--- src/rtl/adc_spi_config.sv ---
// adc_spi_config: SPI master that plays an init table into the ADC, then serves host register reads/writes.
// Define ADC_SPI_READBACK_VERIFY_EN to read back every init write and flag mismatches on init_error.
module adc_spi_config #(
  parameter int CLK_DIV  = 4,
  parameter int NUM_INIT = 4
) (
  input  logic                   clk,
  input  logic                   reset,
  input  logic                   start,
  input  logic [NUM_INIT*15-1:0] init_table,
  output logic                   init_done,
  output logic                   busy,
  input  logic                   req_valid,
  output logic                   req_ready,
  input  logic                   req_write,
  input  logic [6:0]             req_addr,
  input  logic [7:0]             req_wdata,
  output logic                   rsp_valid,
  output logic [7:0]             rsp_rdata,
  output logic                   init_error,
  output logic                   adc_cs_n,
  output logic                   adc_sck,
  output logic                   adc_sdi,
  input  logic                   adc_sdo
);
  localparam logic [2:0] IDLE = 3'd0, LOAD = 3'd1, CS_SETUP = 3'd2, SHIFT = 3'd3, CS_HOLD = 3'd4, GAP = 3'd5;
  localparam int CW = $clog2(CLK_DIV);
  logic [2:0]    state;
  logic [CW-1:0] cnt;
  logic [3:0]    idx, bit_idx;
  logic [15:0]   frame;
  logic [7:0]    sh_in;
  logic [14:0]   entry;
  logic          rb, last, last_entry;
  assign entry      = init_table[15*idx +: 15];
  assign last       = cnt == CW'(CLK_DIV-1);
  assign last_entry = idx == 4'(NUM_INIT-1);
  assign busy       = state != IDLE;
  assign req_ready  = state == IDLE && init_done && !start;
`ifndef ADC_SPI_READBACK_VERIFY_EN
  assign rb         = 1'b0;
  assign init_error = 1'b0;
`endif
  always_ff @(posedge clk or posedge reset) begin
    if (reset) begin
      state     <= IDLE;
      cnt       <= '0;
      idx       <= '0;
      bit_idx   <= '0;
      frame     <= '0;
      sh_in     <= '0;
      init_done <= 1'b0;
      rsp_valid <= 1'b0;
      rsp_rdata <= '0;
      adc_cs_n  <= 1'b1;
      adc_sck   <= 1'b0;
      adc_sdi   <= 1'b0;
`ifdef ADC_SPI_READBACK_VERIFY_EN
      rb         <= 1'b0;
      init_error <= 1'b0;
`endif
    end else begin
      rsp_valid <= 1'b0;
      cnt       <= (state == IDLE || state == LOAD || last) ? '0 : cnt + 1'b1;
      case (state)
        IDLE:
          if (start) begin
            idx       <= '0;
            init_done <= 1'b0;
            state     <= LOAD;
`ifdef ADC_SPI_READBACK_VERIFY_EN
            rb         <= 1'b0;
            init_error <= 1'b0;
`endif
          end else if (req_valid && init_done) begin
            frame    <= {!req_write, req_addr, req_write ? req_wdata : 8'h00};
            adc_sdi  <= !req_write;
            adc_cs_n <= 1'b0;
            state    <= CS_SETUP;
          end
        LOAD: begin
          frame    <= {rb, entry[14:8], rb ? 8'h00 : entry[7:0]};
          adc_sdi  <= rb;
          adc_cs_n <= 1'b0;
          state    <= CS_SETUP;
        end
        CS_SETUP:
          if (last) begin
            bit_idx <= '0;
            state   <= SHIFT;
          end
        SHIFT:
          if (last) begin
            if (!adc_sck) begin
              adc_sck <= 1'b1;
              sh_in   <= {sh_in[6:0], adc_sdo};
            end else begin
              // zeros shift in behind the frame, so sdi returns low after the last bit
              adc_sck <= 1'b0;
              frame   <= {frame[14:0], 1'b0};
              adc_sdi <= frame[14];
              bit_idx <= bit_idx + 1'b1;
              if (bit_idx == 4'd15) state <= CS_HOLD;
            end
          end
        CS_HOLD:
          if (last) begin
            adc_cs_n <= 1'b1;
            state    <= GAP;
          end
        GAP:
          if (last) begin
            if (init_done) begin
              rsp_valid <= 1'b1;
              rsp_rdata <= sh_in;
              state     <= IDLE;
            end else begin
`ifdef ADC_SPI_READBACK_VERIFY_EN
              rb <= !rb;
              if (rb && sh_in != entry[7:0]) init_error <= 1'b1;
              if (!rb) state <= LOAD;
              else
`endif
              if (last_entry) begin
                init_done <= 1'b1;
                state     <= IDLE;
              end else begin
                idx   <= idx + 1'b1;
                state <= LOAD;
              end
            end
          end
        default: state <= IDLE;
      endcase
    end
  end
endmodule

--- config.mk ---
export PLATFORM = sky130hd
export DESIGN_NAME = adc_spi_config
export DESIGN_NICKNAME = d
export VERILOG_FILES = /design/src/rtl/adc_spi_config.sv
export SDC_FILE = /design/constraint.sdc
export NUM_CORES = 1
export LEC_CHECK = 0
export BUFFER_PORTS_ARGS = -buffer_cell sky130_fd_sc_hd__buf_2
export CAP_MARGIN = 0
export CORE_AREA = 2 2 100 102
export DETAILED_ROUTE_END_ITERATION = 16
export DIE_AREA = 0 0 102 104
export HOLD_SLACK_MARGIN = 0.15
export SLEW_MARGIN = 20
export SYNTH_ARGS = -nofsm -noshare
export SYNTH_HDL_FRONTEND = slang
export SYNTH_SLANG_ARGS = --single-unit
--- constraint.sdc ---
create_clock -name clk -period 2.1 [get_ports clk]
set_clock_uncertainty 0.05 [all_clocks]
set_input_delay 0.105 -clock clk [delete_from_list [all_inputs] [get_ports clk]]
set_output_delay 0.105 -clock clk [all_outputs]
set_load 0.01 [all_outputs]
======== Word-level counts from Yosys, hierarchy flattened ========
Index checks and enable logic that the tools add are counted.
storage, ports and cells
  output and inout bits ................... 16
  flip-flop bits (word level) ............. 49
  ROM bits ................................ 0
  RAM bits ................................ 0
  latch bits .............................. 0
  memories ................................ 0
cells by class
  div/mod/pow operators ................... 0
  order comparisons ....................... 0
  bitwise gates (word level) .............. 1
  reduce and logical (&&, ||, !) cells .... 22
  add/subtract/negate cells ............... 3
  multipliers ............................. 1
  muxes and demuxes ....................... 45
  shifts and indexed selects .............. 1
  eq/ne operators ......................... 20
operators with widths
  cell                   number
  $mux W15               4
  $shiftx A60 B9 Y15     1
  $pmux W15 S3           1
  $mux W4                7
  $mux W3                8
  $ne A2 B2 Y1 const B   10
  $pmux W3 S6            1
  $mux W1                17
  $pmux W4 S2            2
  $reduce_and A5 Y1      2
  $reduce_and A3 Y1      3
  $reduce_bool A3 Y1     3
  $add A4 B1 Y4 const B  2
  $mul A4 B4 Y8 const A  1
  $mux W8                1
  $reduce_and A4 Y1      2
  $reduce_and A7 Y1      1
  $eq A3 B2 Y1 const B   2
  $eq A3 B3 Y1 const B   2
  $pmux W1 S3            2
  $eq A4 B2 Y1 const B   1
  $eq A4 B4 Y1 const B   1
  $reduce_bool A2 Y1     2
  $eq A3 B1 Y1 const B   1
  12 further kinds       16

======== Depth between registers and ports, before layout ========
  depth in word-level cells ............... 5
  mapped depth ............................ 6
  mapped depth without buffers ............ 5

======== Worst setup path before layout ========
No wires, ideal clock.
  path kind ............................... flip-flop to flip-flop
  start ................................... register idx[0]
  end ..................................... register frame[10]
  period minus slack after synthesis ...... 1.796 ns
  library setup time ...................... 0.129 ns
  data required time ...................... 1.921 ns
  buffers on the path ..................... 2
  arrival time ............................ 1.617 ns
  setup slack ............................. 0.304 ns
  stages on the path, launching flop included .. 6
  path through ............................ dfrtp_1 -> buf_2 -> buf_6 -> mux4_2 -> a221oi_1 -> a21oi_1
between the ends
  cells in the longest elaborated chain, start to end .. 3
RTL lines
  item                    line  RTL
  from (decl)             30    logic [3:0] idx, bit_idx;
  from (signal assigned)  128   idx <= idx + 1'b1;
  $mul A4 B4 Y8           35    assign entry = init_table[15*idx +: 15];
  $shiftx A60 B9 Y15      35
  $pmux W15 S3            65    case (state)
  to (signal assigned)    76    frame <= {!req_write, req_addr, req_write ? req_wdata : 8'h00};
  to (signal assigned)    82    frame <= {rb, entry[14:8], rb ? 8'h00 : entry[7:0]};
  to (signal assigned)    100   frame <= {frame[14:0], 1'b0};
  to (decl)               31    logic [15:0] frame;
No other way between the ends.
A chain may end at the register's enable or synchronous reset.

======== Worst setup path in the final report ========
  start ................................... register idx[0]
  end ..................................... register idx[0]
between the ends
  cells in the longest elaborated chain, start to end .. 5
  elaborated cells between the ends (all ways) .. 8
  classes of those cells .................. 1 x add/sub; 2 x eq/ne; 4 x mux; 1 x reduce/logical
RTL lines
  item           line  RTL
  $add A4 B1 Y4  128
  $mux W4        124   if (last_entry) begin
  $mux W4        113   if (init_done) begin
  $mux W4        112   if (last) begin
  $pmux W4 S2    65
Parallel ways exist; a longest one is shown, timed or not. The select of a mux whose other input is x is not followed.

==> results.yml <==
sta:
  setup_violations: 0
  period_share_pct: 91.4
  worstMarginPinSlew_ps: 526
  final-hold-violation-count: 0
  tns_ps: 0
  maxSlewViolCount: 0
  max_freq_mhz: 521
  rsz0062_at_grt: "no"
  relSlewSlack_pct: 64.9
  fin_crit_ps: 1920
layout:
  fillCellCount: 963
  antenna_cells: 0
  nets: 444
  finalInstanceArea_um2: 3740
  layout-drive-gt1-share_pct: 43.5
  syn_to_final_growth_pct: 34.7
floorplan:
  chipWidth_um: 102
  coreArea_um2: 9550
  dieArea_um2: 10600
  io_pins: 97
  initial_utilization_pct: 29.1
  die_y_um: 104
  rows: 36
setup_path:
  r2r_cells: 5
  crit_type: "reg -> reg"
  required_ps: 2250
  cp_data_arrival_time_ps: 2070
  r2r_start: "idx[0]$_DFFE_PP0P_"
  reg2reg_to: "idx[0]$_DFFE_PP0P_"
  crit_start: "idx[0]$_DFFE_PP0P_"
  cp_max_fo: 5
  end_kind: "register"
  worstSetupEndpoint: "idx[0]$_DFFE_PP0P_"
  r2r_slack_ps: 180
  startpoint_type: "register"
min_path:
  hold_path.class: "in -> reg"
  worstHoldStart: "req_write"
global_route:
  grt_overflow: 0
  grt_pass1_wl_mm: 11.8
  grt_use_total_pct: 13.9
  antenna_found_initial: 0
  grt_max_degree: 33
  first_global_vias: 2440
power_and_ir_drop:
  swShare_pct: 38.1
  power_frac_comb_pct: 46.1
  ir_drop_v: 0.000353
  internal-power_mw: 2.36
  leakagePower_nw: 1.70
  pwr-share-clk_pct: 14.5
  power.switching_mw: 1.45
  power_density_nw_per_um2: 1020
  pwr-share-seq_pct: 39.3
route:
  dr_total_vias: 2454
  via_per_inst: 4.97
  drt_iter0_drc: 170
  antenna_left: 0
  dr.pass1.iters: 4
  postRouteWirelength_mm: 7.22
  wl_per_cell_um: 14.6
  drc_errors: 0
synthesis:
  ys_seq_area_share_pct: 44.2
  postSynth.asyncResetShare_pct: 100
  yosysTopAreaCell: "dfrtp_1"
  synth-seq-cells: 49
  synth_cell_types: 52
  synthDominantCellAreaShare_pct: 43.2
  syn_inst: 243
  synth_area_leaders: "dfrtp_1 43%, mux4_2 12%, mux2_2 6.5%"
  yosysWarnings: 0
  ys_dominant_reg_cell: "dfrtp_1"
  syn-num-nets: 327
  synth_area_um2: 2780
  synth_edf_count: 0
  avgSynthCellArea_um2: 11.4
placement:
  place_hpwl_mm: 5.42
  detailed_place.area_um2: 3480
  place_congestion: 0.865
  io_buffer_count: 95
job:
  cap_violations: 0
clock_network:
  numCtsBuffers: 5
  clkSinkCount: 49
  cts_setup_buffers: 0
  clockBufferDepth: 2
  clock_latency_ps: 300
  cts-root-buf: "clkbuf_8"
  htreeDepth: 2
  cts_tree: "yes"
  path_clk_slew_ps: 90
status:
  outcome: "finished, final reports clean"
## worst max-delay path: stages (launching register included)
cell and delay (ps):
dfrtp_1 490, ha_1 200, nor3b_1 460, a211oi_2 110, mux2_1 320, a22o_1 190
## worst min-delay path by stage
| stage | end | cells past startpoint | slack (ps) |
|---|---|---|---|
| 5_1_grt | adc_sdi$_DFFE_PP0P_ | 4 | 180 |
| 6_report | adc_sdi$_DFFE_PP0P_ | 4 | 170 |
| 3_3_place_gp | frame[12]$_DFFE_PP0P_ | 2 | 130 |
| 3_5_place_dp | frame[12]$_DFFE_PP0P_ | 2 | 130 |
| 4_1_cts | adc_sdi$_DFFE_PP0P_ | 4 | 170 |
| 2_1_floorplan | sh_in[0]$_DFFE_PP0P_ | 1 | 210 |
## layer usage
| layer | track usage [%] | wire length, um | vias up |
|---|---|---|---|
| met5 | 0 | 0 | - |
| met4 | 4.57 | 127 | 0 |
| met3 | 2.42 | 296 | 9 |
| met2 | 23.6 | 3740 | 65 |
| met1 | 17.7 | 3060 | 1218 |
| li1 | - | - | 1162 |
## state kept, by name, summed over array words and instances, names as in the netlist, 2 cells and up
register	flops
idx	4
frame	15
cnt	2
state	3
rsp_rdata	8
sh_in	8
bit_idx	4
## kinds of logic after synthesis
family | after synthesis | synth area share, %
compound gates | 60 | 15.3
xor+xnor | 2 | 0.631
fa+ha+maj | 3 | 1.35
buf+inv | 26 | 4.46
flops | 49 | 44.2
mux | 33 | 19.4
other cells | 1 | 0.135
simple gates | 69 | 14.5
## synthesized netlist by cell type, types with 2 or more instances
cell / instances
a222oi_1: 7
inv_1: 7
clkbuf_1: 5
a21oi_1: 22
mux2_2: 16
and2_1: 4
nor4_1: 2
xnor2_1: 2
dfrtp_1: 48
nand3_1: 4
o21ai_0: 8
ha_1: 3
and3_1: 7
nor3b_1: 3
nor2b_1: 2
o211ai_1: 2
nor2_1: 20
buf_2: 12
nand3b_1: 3
nor3_1: 2
nand2_1: 8
mux4_2: 15
a22o_1: 3
nand4_1: 2
a221oi_1: 8
nand2b_1: 2
## area by class of cell
class                   instances  area, um^2  share of cell area [%]
repair buffers                129         801                    21.4
inverters                       7        26.3                   0.702
multi-input cells             168        1440                    38.4
flip-flops and latches         49        1230                    32.8
clock inverters                 1        7.51                   0.201
clock buffers                   7        76.3                    2.04
well taps                     133         166                    4.45
## power groups by stage
stage	Clock (mW)	Combinational [mW]	Sequential [mW]
2_1_floorplan	0	1.33	1.41
3_3_place_gp	0	1.72	1.51
3_5_place_dp	0	1.75	1.52
4_1_cts	0.569	1.78	1.50
5_1_grt	0.612	1.95	1.55
6_report	0.553	1.76	1.50
## cell usage in the layout (no fill, tap or decap), types with 5 or more instances in the layout
master,count
o21ai_0,8
clkbuf_8,5
mux4_2,15
dlygate4sd3_1,18
a222oi_1,7
mux2_2,16
buf_2,95
dfrtp_1,48
nor2_1,20
inv_1,6
buf_4,14
and3_1,7
nand2_1,8
a21oi_1,22
a221oi_1,8
## metrics by stage
step                power [mW]  utilization (%)  setup WS [ps]  cells  hold slack [ps]
floorplan                 2.74                -            304    243              207
global placement          3.23             36.4            277    468              132
detailed placement        3.27             36.4            172    468              135
CTS                       3.85             39.2            158    494              173
global route              4.11             39.2           21.3    494              184
finish                    3.81             39.2            180    494              174
## repair_timing
item,4_1_cts,5_1_grt
endpoints found under the hold margin,39,0
hold buffers,18,0
gates resized for setup,0,0
(Power assumes the default switching activity.)
